File: src/rtl/cfg_vpd_pkg.sv
// Shared types and constants for the VPD capability engine.
package cfg_vpd_pkg;

  typedef enum logic [1:0] {
    IDLE = 2'd0,
    RD   = 2'd1,
    WR   = 2'd2
  } state_t;

  localparam int VPD_F_BIT   = 15;
  localparam int ERR_W       = 3;
  localparam int ERR_TIMEOUT = 0;
  localparam int ERR_UNIMPL  = 1;
  localparam int ERR_BUSY    = 2;

  localparam logic [31:0] VPD_TIMEOUT_RDATA = 32'hFFFF_FFFF;

endpackage

File: src/rtl/cfg_vpd_if.sv
// Request/completion handshake between the VPD capability engine and the VPD slave.
interface cfg_vpd_if;

  logic [14:0] cfg_vpd_addr;
  logic        cfg_vpd_wren;
  logic [31:0] cfg_vpd_wdata;
  logic        cfg_vpd_rden;
  logic [31:0] vpd_cfg_rdata;
  logic        vpd_cfg_done;
  logic        vpd_err_unimplemented_addr;

  modport master (
    output cfg_vpd_addr,
    output cfg_vpd_wren,
    output cfg_vpd_wdata,
    output cfg_vpd_rden,
    input  vpd_cfg_rdata,
    input  vpd_cfg_done,
    input  vpd_err_unimplemented_addr
  );

  modport slave (
    input  cfg_vpd_addr,
    input  cfg_vpd_wren,
    input  cfg_vpd_wdata,
    input  cfg_vpd_rden,
    output vpd_cfg_rdata,
    output vpd_cfg_done,
    output vpd_err_unimplemented_addr
  );

endinterface

File: src/rtl/cfg_vpd_timer.sv
// Outstanding-request watchdog: clear/enable counter with a terminal-count flag.
module cfg_vpd_timer #(
  parameter int TIMEOUT_CYCLES = 65535,
  parameter int TMR_W          = 16
) (
  input  logic clock_afu,
  input  logic reset_afu_n,
  input  logic clr,
  input  logic en,
  output logic tc
);

  localparam logic [TMR_W-1:0] TC_VAL = TMR_W'(TIMEOUT_CYCLES - 1);

  logic [TMR_W-1:0] count_reg;

  always_ff @(posedge clock_afu or negedge reset_afu_n) begin
    if (!reset_afu_n) begin
      count_reg <= '0;
    end else if (clr) begin
      count_reg <= '0;
    end else if (en) begin
      count_reg <= count_reg + TMR_W'(1);
    end
  end

  assign tc = en && (count_reg == TC_VAL);

endmodule

File: src/rtl/cfg_vpd_ctrl.sv
// VPD capability engine: turns VPD Address/Data config writes into one held
// read or write request, tracks the F flag and records sticky errors.
module cfg_vpd_ctrl
  import cfg_vpd_pkg::*;
#(
  parameter int TIMEOUT_CYCLES = 65535,
  parameter int TMR_W          = 16
) (
  input  logic             clock_afu,
  input  logic             reset_afu_n,
  input  logic             cfg_vpd_addr_we,
  input  logic [15:0]      cfg_vpd_addr_wdata,
  input  logic             cfg_vpd_data_we,
  input  logic [31:0]      cfg_vpd_data_wdata,
  output logic [15:0]      vpd_addr_reg,
  output logic [31:0]      vpd_data_reg,
  input  logic             err_clr,
  output logic             vpd_busy,
  output logic [ERR_W-1:0] vpd_err,
  cfg_vpd_if.master        vpd
);

  state_t           state_reg, state_next;
  logic             start, done_ok, timer_tc, tmo, finish;
  logic [ERR_W-1:0] err_set, err_next, err_reg;

  assign vpd_busy = (state_reg != IDLE);
  assign start    = !vpd_busy && cfg_vpd_addr_we;
  assign done_ok  = vpd_busy && vpd.vpd_cfg_done;
  // A done in the terminal-count cycle completes normally and suppresses the timeout.
  assign tmo      = timer_tc && !vpd.vpd_cfg_done;
  assign finish   = done_ok || tmo;

  cfg_vpd_timer #(
    .TIMEOUT_CYCLES (TIMEOUT_CYCLES),
    .TMR_W          (TMR_W)
  ) u_timer (
    .clock_afu   (clock_afu),
    .reset_afu_n (reset_afu_n),
    .clr         (start),
    .en          (vpd_busy),
    .tc          (timer_tc)
  );

  always_comb begin
    state_next = state_reg;
    case (state_reg)
      IDLE:    if (cfg_vpd_addr_we) state_next = cfg_vpd_addr_wdata[VPD_F_BIT] ? WR : RD;
      RD, WR:  if (finish) state_next = IDLE;
      default: state_next = IDLE;
    endcase
  end

  always_ff @(posedge clock_afu or negedge reset_afu_n) begin
    if (!reset_afu_n) begin
      state_reg <= IDLE;
    end else begin
      state_reg <= state_next;
    end
  end

  // Config writes land only while idle; data is captured alongside the address
  // so a same-cycle write request carries the new data.
  always_ff @(posedge clock_afu or negedge reset_afu_n) begin
    if (!reset_afu_n) begin
      vpd_addr_reg <= '0;
      vpd_data_reg <= '0;
    end else if (!vpd_busy) begin
      if (cfg_vpd_data_we) vpd_data_reg <= cfg_vpd_data_wdata;
      if (cfg_vpd_addr_we) vpd_addr_reg <= cfg_vpd_addr_wdata;
    end else if (state_reg == RD) begin
      if (done_ok) begin
        vpd_data_reg            <= vpd.vpd_cfg_rdata;
        vpd_addr_reg[VPD_F_BIT] <= 1'b1;
      end else if (tmo) begin
        vpd_data_reg            <= VPD_TIMEOUT_RDATA;
        vpd_addr_reg[VPD_F_BIT] <= 1'b1;
      end
    end else if (finish) begin
      vpd_addr_reg[VPD_F_BIT] <= 1'b0;
    end
  end

  assign err_set[ERR_TIMEOUT] = tmo;
  assign err_set[ERR_UNIMPL]  = done_ok && vpd.vpd_err_unimplemented_addr;
  assign err_set[ERR_BUSY]    = vpd_busy && (cfg_vpd_addr_we || cfg_vpd_data_we);

  // Setting outranks clearing so an event coincident with err_clr is not lost.
  generate
    for (genvar gi = 0; gi < ERR_W; gi++) begin : g_err
      assign err_next[gi] = err_set[gi] || (err_reg[gi] && !err_clr);
    end
  endgenerate

  always_ff @(posedge clock_afu or negedge reset_afu_n) begin
    if (!reset_afu_n) begin
      err_reg <= '0;
    end else begin
      err_reg <= err_next;
    end
  end

  assign vpd_err           = err_reg;
  assign vpd.cfg_vpd_rden  = (state_reg == RD);
  assign vpd.cfg_vpd_wren  = (state_reg == WR);
  assign vpd.cfg_vpd_addr  = vpd_addr_reg[14:0];
  assign vpd.cfg_vpd_wdata = vpd_data_reg;

endmodule

File: src/flat_wrapper.sv
// flat-port wrapper written by rule: the top's interface ports become plain ports
module cfg_vpd_ctrl_flat import cfg_vpd_pkg::*;
#(
  parameter int TIMEOUT_CYCLES = 65535,
  parameter int TMR_W          = 16
)
  (clock_afu, reset_afu_n, cfg_vpd_addr_we, cfg_vpd_addr_wdata, cfg_vpd_data_we, cfg_vpd_data_wdata, vpd_addr_reg, vpd_data_reg, err_clr, vpd_busy, vpd_err, vpd_cfg_vpd_addr, vpd_cfg_vpd_wren, vpd_cfg_vpd_wdata, vpd_cfg_vpd_rden, vpd_vpd_cfg_rdata, vpd_vpd_cfg_done, vpd_vpd_err_unimplemented_addr);
  cfg_vpd_if vpd_i ();
  input  logic clock_afu;
  input  logic reset_afu_n;
  input  logic cfg_vpd_addr_we;
  input  logic [15:0] cfg_vpd_addr_wdata;
  input  logic cfg_vpd_data_we;
  input  logic [31:0] cfg_vpd_data_wdata;
  output logic [15:0] vpd_addr_reg;
  output logic [31:0] vpd_data_reg;
  input  logic err_clr;
  output logic vpd_busy;
  output logic [ERR_W-1:0] vpd_err;
  output wire logic [$bits(vpd_i.cfg_vpd_addr)-1:0] vpd_cfg_vpd_addr;
  output wire logic [$bits(vpd_i.cfg_vpd_wren)-1:0] vpd_cfg_vpd_wren;
  output wire logic [$bits(vpd_i.cfg_vpd_wdata)-1:0] vpd_cfg_vpd_wdata;
  output wire logic [$bits(vpd_i.cfg_vpd_rden)-1:0] vpd_cfg_vpd_rden;
  input wire logic [$bits(vpd_i.vpd_cfg_rdata)-1:0] vpd_vpd_cfg_rdata;
  input wire logic [$bits(vpd_i.vpd_cfg_done)-1:0] vpd_vpd_cfg_done;
  input wire logic [$bits(vpd_i.vpd_err_unimplemented_addr)-1:0] vpd_vpd_err_unimplemented_addr;
  assign vpd_cfg_vpd_addr = vpd_i.cfg_vpd_addr;
  assign vpd_cfg_vpd_wren = vpd_i.cfg_vpd_wren;
  assign vpd_cfg_vpd_wdata = vpd_i.cfg_vpd_wdata;
  assign vpd_cfg_vpd_rden = vpd_i.cfg_vpd_rden;
  assign vpd_i.vpd_cfg_rdata = vpd_vpd_cfg_rdata;
  assign vpd_i.vpd_cfg_done = vpd_vpd_cfg_done;
  assign vpd_i.vpd_err_unimplemented_addr = vpd_vpd_err_unimplemented_addr;
  cfg_vpd_ctrl #(.TIMEOUT_CYCLES(TIMEOUT_CYCLES), .TMR_W(TMR_W)) u_core (.clock_afu(clock_afu), .reset_afu_n(reset_afu_n), .cfg_vpd_addr_we(cfg_vpd_addr_we), .cfg_vpd_addr_wdata(cfg_vpd_addr_wdata), .cfg_vpd_data_we(cfg_vpd_data_we), .cfg_vpd_data_wdata(cfg_vpd_data_wdata), .vpd_addr_reg(vpd_addr_reg), .vpd_data_reg(vpd_data_reg), .err_clr(err_clr), .vpd_busy(vpd_busy), .vpd_err(vpd_err), .vpd(vpd_i));
endmodule
File: config.mk
export PLATFORM = sky130hd
export DESIGN_NAME = cfg_vpd_ctrl_flat
export DESIGN_NICKNAME = d
export VERILOG_FILES = /design/src/rtl/cfg_vpd_pkg.sv /design/src/rtl/cfg_vpd_if.sv /design/src/rtl/cfg_vpd_timer.sv /design/src/rtl/cfg_vpd_ctrl.sv /design/src/flat_wrapper.sv
export SDC_FILE = /design/constraint.sdc
export NUM_CORES = 1
export LEC_CHECK = 0
export CAP_MARGIN = 10
export CORE_MARGIN = 3
export CORE_UTILIZATION = 36
export CTS_CLUSTER_DIAMETER = 30
export CTS_CLUSTER_SIZE = 40
export DETAILED_ROUTE_END_ITERATION = 6
export PLACE_DENSITY = 0.77
export SYNTH_ARGS = -nofsm -noshare
export SYNTH_HDL_FRONTEND = slang
export SYNTH_HIERARCHICAL = 1
export SYNTH_SLANG_ARGS = --single-unit
File: constraint.sdc
create_clock -name clock_afu -period 2.35 [get_ports clock_afu]
set_input_delay 0.47 -clock clock_afu [delete_from_list [all_inputs] [get_ports clock_afu]]
set_output_delay 0.47 -clock clock_afu [all_outputs]
set_load 0.01 [all_outputs]
**After elaboration in Yosys (flattened, before gate mapping)**

Index checks and enable logic that the tools add are counted.
Widths: inputs -> output; s select.

- Bits in registers: 69
- Input bits: 87
- Logic and storage cells: 61

- Add/subtract/negate cells: 1
- Eq/ne operators: 9
- Mux-type cells: 17
- Bitwise operators: 1
- Reduce and logical (&&, ||, !) cells: 27

Operators with widths:

| cell | number |
|---|---|
| $mux 32 | 5 |
| $mux 16 | 3 |
| $add 16x1->16 const B | 1 |
| $eq 16x16->1 const B | 1 |
| $logic_and 1x1->1 | 9 |
| $reduce_bool 2->1 | 4 |
| $mux 2 | 3 |
| $reduce_and 3->1 | 2 |
| $logic_or 1x1->1 | 5 |
| $mux 1 | 5 |
| $ne 2x2->1 const B | 2 |
| $ne 4x2->1 const B | 1 |
| $pmux 2 s2 | 1 |
| $reduce_and 2->1 | 2 |
| $logic_not 1->1 | 3 |
| $ne 3x1->1 const B | 1 |
| $ne 3x2->1 const B | 1 |
| $eq 2x1->1 const B | 1 |
| $eq 2x2->1 const B | 1 |
| $logic_not 2->1 | 1 |
| $ne 2x1->1 const B | 1 |
| $reduce_or 2->1 | 1 |
| $not 1->1 | 1 |

**Depth between registers and ports, before layout**

- Depth in word-level cells: 7
- Gate-level depth with buffers: 12

**Modules after synthesis**

The synthesis kept the hierarchy.

By module, submodules not included:

| module | instances | cells each | area an instance (µm²) |
|---|---|---|---|
| cfg_vpd_ctrl | 1 | 260 | 2,822.7 |
| cfg_vpd_timer | 1 | 85 | 844.6 |

**Worst setup path after synthesis**

No wires, ideal clock.

- Kind: register to register
- Start point: register u_core.state_reg[0]
- End point: register u_core.vpd_data_reg[10] (netlist: u_core/vpd.cfg_vpd_wdata[10])
- Arrival: 2.459 ns
- Required time: 2.271 ns
- Setup slack: -0.188 ns
- Cell stages (with the launch flop): 13
- Path buffers: 4
- Clock period less this slack: 2.538 ns
- Cells stage by stage: dfrtp_1 > inv_1 > ha_1 > buf_4 > clkinv_1 > buf_2 > buf_2 > nand3_1 > nor4_1 > o21ai_1 > o21ai_4 > buf_6 > mux2i_1

- Word-level cells in the longest chain between the ends: 5

Ends and longest elaborated chain:

| what | RTL line | source |
|---|---|---|
| start: declaration | cfg_vpd_ctrl.sv:23 | `state_t state_reg, state_next;` |
| start signal: assignment | cfg_vpd_ctrl.sv:58 | `state_reg <= state_next;` |
| $reduce_bool 2->1 | cfg_vpd_ctrl.sv:27 | `assign vpd_busy = (state_reg != IDLE);` |
| named net vpd_busy | flat_wrapper.sv:18 | `output logic vpd_busy;` |
| $logic_and 1x1->1 | cfg_vpd_timer.sv:27 | `assign tc = en && (count_reg == TC_VAL);` |
| named net u_core.timer_tc | cfg_vpd_ctrl.sv:24 | `logic start, done_ok, timer_tc, tmo, finish;` |
| $logic_and 1x1->1 | cfg_vpd_ctrl.sv:31 | `assign tmo = timer_tc && !vpd.vpd_cfg_done;` |
| $ne 3x1->1 (no line) | -- |  |
| $reduce_and 3->1 (no line) | -- |  |
| end signal: assignment | cfg_vpd_ctrl.sv:69 | `if (cfg_vpd_data_we) vpd_data_reg <= cfg_vpd_data_wdata;` |
| end signal: assignment | cfg_vpd_ctrl.sv:73 | `vpd_data_reg <= vpd.vpd_cfg_rdata;` |
| end: declaration | cfg_vpd_ctrl.sv:16 | `output logic [31:0] vpd_data_reg,` |

The timed path passes the listed nets, and every way through them passes these cells. The select of a mux whose other input is x is not followed.
A chain may end at the register's enable or synchronous reset.

**Final worst setup path**

- Start point: register u_core.u_timer.count_reg[6]
- End point: register u_core.vpd_data_reg[23] (netlist: u_core/vpd.cfg_vpd_wdata[23])

- Word-level cells in the longest chain between the ends: 5

Ends and longest elaborated chain:

| what | RTL line | source |
|---|---|---|
| start: declaration | cfg_vpd_timer.sv:15 | `logic [TMR_W-1:0] count_reg;` |
| start signal: assignment | cfg_vpd_timer.sv:23 | `count_reg <= count_reg + TMR_W'(1);` |
| $eq 16x16->1 | cfg_vpd_timer.sv:27 |  |
| $logic_and 1x1->1 | cfg_vpd_timer.sv:27 |  |
| named net u_core.timer_tc | cfg_vpd_ctrl.sv:24 |  |
| $logic_and 1x1->1 | cfg_vpd_ctrl.sv:31 |  |
| $ne 3x1->1 (no line) | -- |  |
| $reduce_and 3->1 (no line) | -- |  |

The timed path passes the listed nets, and every way through them passes these cells.

==> impl_results.rst <==
.. list-table::
   :header-rows: 1

   * - Metric
     - Value
   * - Result of the run
     - finished clean
   * - Flop and latch count out of synthesis
     - 69
   * - Async S/R FF share, synth
     - 100%
   * - Share of the synthesized area in the top cell type
     - 47.1%
   * - Launching element type of the critical path
     - register
   * - Most common library cells after synthesis
     - sky130_fd_sc_hd__dfrtp_1, sky130_fd_sc_hd__buf_4, sky130_fd_sc_hd__inv_1
   * - Most used DFF post-synth
     - sky130_fd_sc_hd__dfrtp_1
   * - Number of buffers added by the clock tree synthesis step
     - 9
   * - Non-Filler Cell Area, Final
     - 5590 um2
   * - Placed insts
     - 615
   * - Critical register-to-register path endpoint
     - u_core/vpd.cfg_vpd_wdata[23]$_DFFE_PN0P_
   * - Total iterations of the first detailed-routing run
     - 4
   * - Global-route wire length before repair
     - 15,400 um
   * - Final Slew Violations
     - 0
   * - Yosys warns
     - 6
   * - Maximum buffer depth of the clock tree
     - 2
   * - R2R Path Start
     - u_core/u_timer/count_reg[6]$_DFFE_PN0P_
   * - Pin count of the biggest net entering global routing
     - 33
   * - Final cell utilization of the core
     - 57.0%
   * - Total number of placement rows
     - 36
   * - R2R setup slack
     - 0.18 ns
   * - Vias
     - 3,024
   * - Overall routing resource usage
     - 16.6%
   * - Die height
     - 107 um
   * - Kind of path behind the tightest hold check
     - input pin to asynchronous set/reset pin
   * - Hold Violations, Final
     - 0
   * - Net count of the mapped netlist
     - 438
   * - Total congestion overflow after global routing
     - 0
   * - Transition time at the pin with the least slew margin
     - 0.490 ns
   * - Buffer type at the clock tree root
     - sky130_fd_sc_hd__clkbuf_8
   * - Via-to-Cell Ratio
     - 4.78
   * - Worst rel slew slack
     - 67.3%
   * - Area added between synthesis and finish
     - 52.5%
   * - Core area
     - 9820 um2
   * - Count of unique library cells instantiated by Yosys
     - 44
   * - Ordered cell list for the critical path
     - and4_4 -> nand4_4 -> nor4_2 -> o21ai_1 -> o21ai_4 -> buf_12 -> mux2i_1
   * - End point of the critical path
     - u_core/vpd.cfg_vpd_wdata[23]$_DFFE_PN0P_
   * - Fraction of the yosys area taken by sequential cells
     - 47.1%
   * - Reported leakage power
     - 2.46 nW
   * - Synthesized netlist cell count
     - 345
   * - Number of setup violations in the final report
     - 0
   * - Aggregate negative setup slack
     - 0 ns
   * - Count of pins on the block boundary
     - 188
   * - Chip width
     - 107 um
   * - Maximum net fanout on the critical path
     - 32
   * - Die area
     - 11,400 um2
   * - Cell with the most instances after synthesis
     - sky130_fd_sc_hd__dfrtp_1
   * - IR Drop Worst-Case VDD
     - 0.550 mV
   * - Via count of the first global-routing pass
     - 3,128
   * - Register clock-pin slew on the reported worst setup and hold paths
     - 0.08 ns
   * - Antenna violations before repair
     - 0
   * - Fmax achieved
     - 462 MHz
   * - Port Buffers
     - 187
   * - Routed wire length per instance
     - 15.7 um
   * - GPL Wtd Cong
     - 0.855
   * - Max reg flops
     - 32
   * - Share of the clock period used by the worst path after layout
     - 92.2%
   * - Placed cell area
     - 5380 um2
   * - Data required time at the worst endpoint
     - 2.60 ns
   * - Worst-skew pair later-pin latency
     - 0.34 ns
   * - Critical path launch point
     - u_core/u_timer/count_reg[6]$_DFFE_PN0P_
   * - Non-Filler Instances
     - 632
   * - Total wirelength of the detailed-routed design
     - 9910 um
   * - Critical Path Sink Type
     - register
   * - TritonCTS sink count
     - 69
   * - Power density cells
     - 1270 nW/um2
   * - WP depth
     - 7
   * - Largest stage delay, worst path
     - 0.44 ns
   * - Library cell with the largest summed area after synthesis
     - sky130_fd_sc_hd__dfrtp_1
   * - Clock tree from TritonCTS
     - done
   * - Final Total Pwr
     - 7.10 mW
   * - Unrepaired setup endpoints after global routing
     - no
   * - CP Buf/Inv Count
     - 1
   * - HPWL reported at the end of detailed placement
     - 7740 um
   * - Starting utilization of the core area
     - 37.3%
   * - Slowest cell on the critical path
     - sky130_fd_sc_hd__dfrtp_1
   * - Data arrival time at the worst-slack endpoint
     - 2.42 ns
   * - Fraction of layout cells with a size suffix above 1
     - 11.0%
   * - Kind of cell adding the most delay to the critical path
     - simple AND/OR/NAND/NOR gates
   * - Starting DRT DRC Count
     - 111
   * - Mean instance size in the synthesized netlist
     - 10.6 um2
   * - Depth of the most critical reg-to-reg path
     - 7
   * - Worst Setup Path Type
     - register to register
   * - CTS Hold Buffers Added
     - 0
   * - Number of nets with antenna violations after routing
     - 0
   * - Total of max-cap violations
     - 0
   * - Netlist area before placement
     - 3670 um2
   * - Clock skew
     - 0.0160 ns
   * - H-Tree Level Count
     - 3
   * - Leading post-synthesis cells by cell area
     - sky130_fd_sc_hd__dfrtp_1, sky130_fd_sc_hd__buf_4, sky130_fd_sc_hd__mux2i_1
   * - DRC violation count after routing
     - 0
   * - Post-route minimum period
     - 2.17 ns
   * - Number of antenna cells inserted
     - 0
   * - Fin nets
     - 587
   * - Post-synth EDFFs
     - 0
==> kinds of logic (layout without fill, tap and decap cells) <==
kind of cell	after synthesis	count (layout)	share of synthesized area [%]
buf+inv	106	260	16.7
flops	69	69	47.1
compound gates	59	59	10.6
mux	48	48	13.6
simple gates	47	47	7.51
xor+xnor	10	10	2.39
fa+ha+maj	6	6	2.05
==> report_power, final <==
part	internal (mW)	total, mW	switching, mW
clock network	0.517	0.954	0.437
logic	2.35	4.10	1.75
registers	1.66	2.04	0.381
total	4.52	7.10	2.57
==> cell type report <==
cell class / count / area, um2
fill: 859 / 4230
inverter: 44 / 170
tap: 133 / 166
multi-input combinational: 170 / 1350
clock inverter: 4 / 47.5
clock buffer: 12 / 145
timing repair buffer: 200 / 1990
sequential: 69 / 1730
==> placed cells by master (no fill, tap or decap), drive strengths merged, types with 2 or more instances in the layout <==
cell type | netlist | routed
nor2 | 14 | 14
nand2 | 8 | 8
ha | 6 | 6
buf | 60 | 14
o21ai | 7 | 7
xor2 | 5 | 5
clkbuf | 2 | 12
dfrtp | 69 | 69
o22ai | 34 | 34
xnor2 | 5 | 5
or3 | 3 | 3
o31ai | 2 | 2
nor4 | 2 | 2
a22o | 3 | 3
clkdlybuf4s50 | 0 | 185
mux2i | 33 | 33
inv | 43 | 43
nor3 | 3 | 3
or4 | 2 | 2
mux2 | 15 | 15
a21oi | 6 | 6
nand4 | 5 | 5
nand3 | 3 | 3
or2 | 3 | 3
clkinv | 1 | 3
nand2b | 2 | 2
==> per-layer routing <==
| layer | wire length [um] | up-vias | GRT usage [%] |
|---|---|---|---|
| met2 | 5060 | 116 | 29.7 |
| met4 | 141 | 0 | 5.11 |
| li1 | - | 1437 | - |
| met5 | 0 | - | 0 |
| met1 | 3930 | 1455 | 18.9 |
| met3 | 786 | 16 | 5.18 |
==> worst min path at each step <==
stage	start	endpoint	slack [ns]	cells after the start
floorplan	reset_afu_n	u_core/state_reg[0]$_DFFE_PN0P_	0.17	0
global placement	reset_afu_n	u_core/vpd.cfg_vpd_wdata[6]$_DFFE_PN0P_	0.46	1
detailed placement	reset_afu_n	u_core/vpd.cfg_vpd_wdata[5]$_DFFE_PN0P_	0.46	1
CTS	reset_afu_n	u_core/vpd.cfg_vpd_wdata[5]$_DFFE_PN0P_	0.08	1
global route	reset_afu_n	u_core/vpd.cfg_vpd_wdata[5]$_DFFE_PN0P_	0.10	1
finish	reset_afu_n	u_core/vpd.cfg_vpd_wdata[5]$_DFFE_PN0P_	0.08	1
==> what timing repair did <==
| item | in CTS | in global routing |
|---|---|---|
| endpoints found under the setup margin | 1 | 1 |
| setup buffers | 1 | 0 |
| gates resized for setup | 1 | 2 |
==> through the flow <==
| step | hold WS (ns) | worst slack, ns |
|---|---|---|
| final | 0.0791 | 0.183 |
| after CTS | 0.0831 | 0.0196 |
| after detailed placement | 0.463 | 0.0803 |
| after global routing | 0.103 | 0.0730 |
| after floorplan | 0.174 | 0.00140 |
| after global placement | 0.455 | 0.152 |
Note: power is estimated with default switching activity, not from simulation.
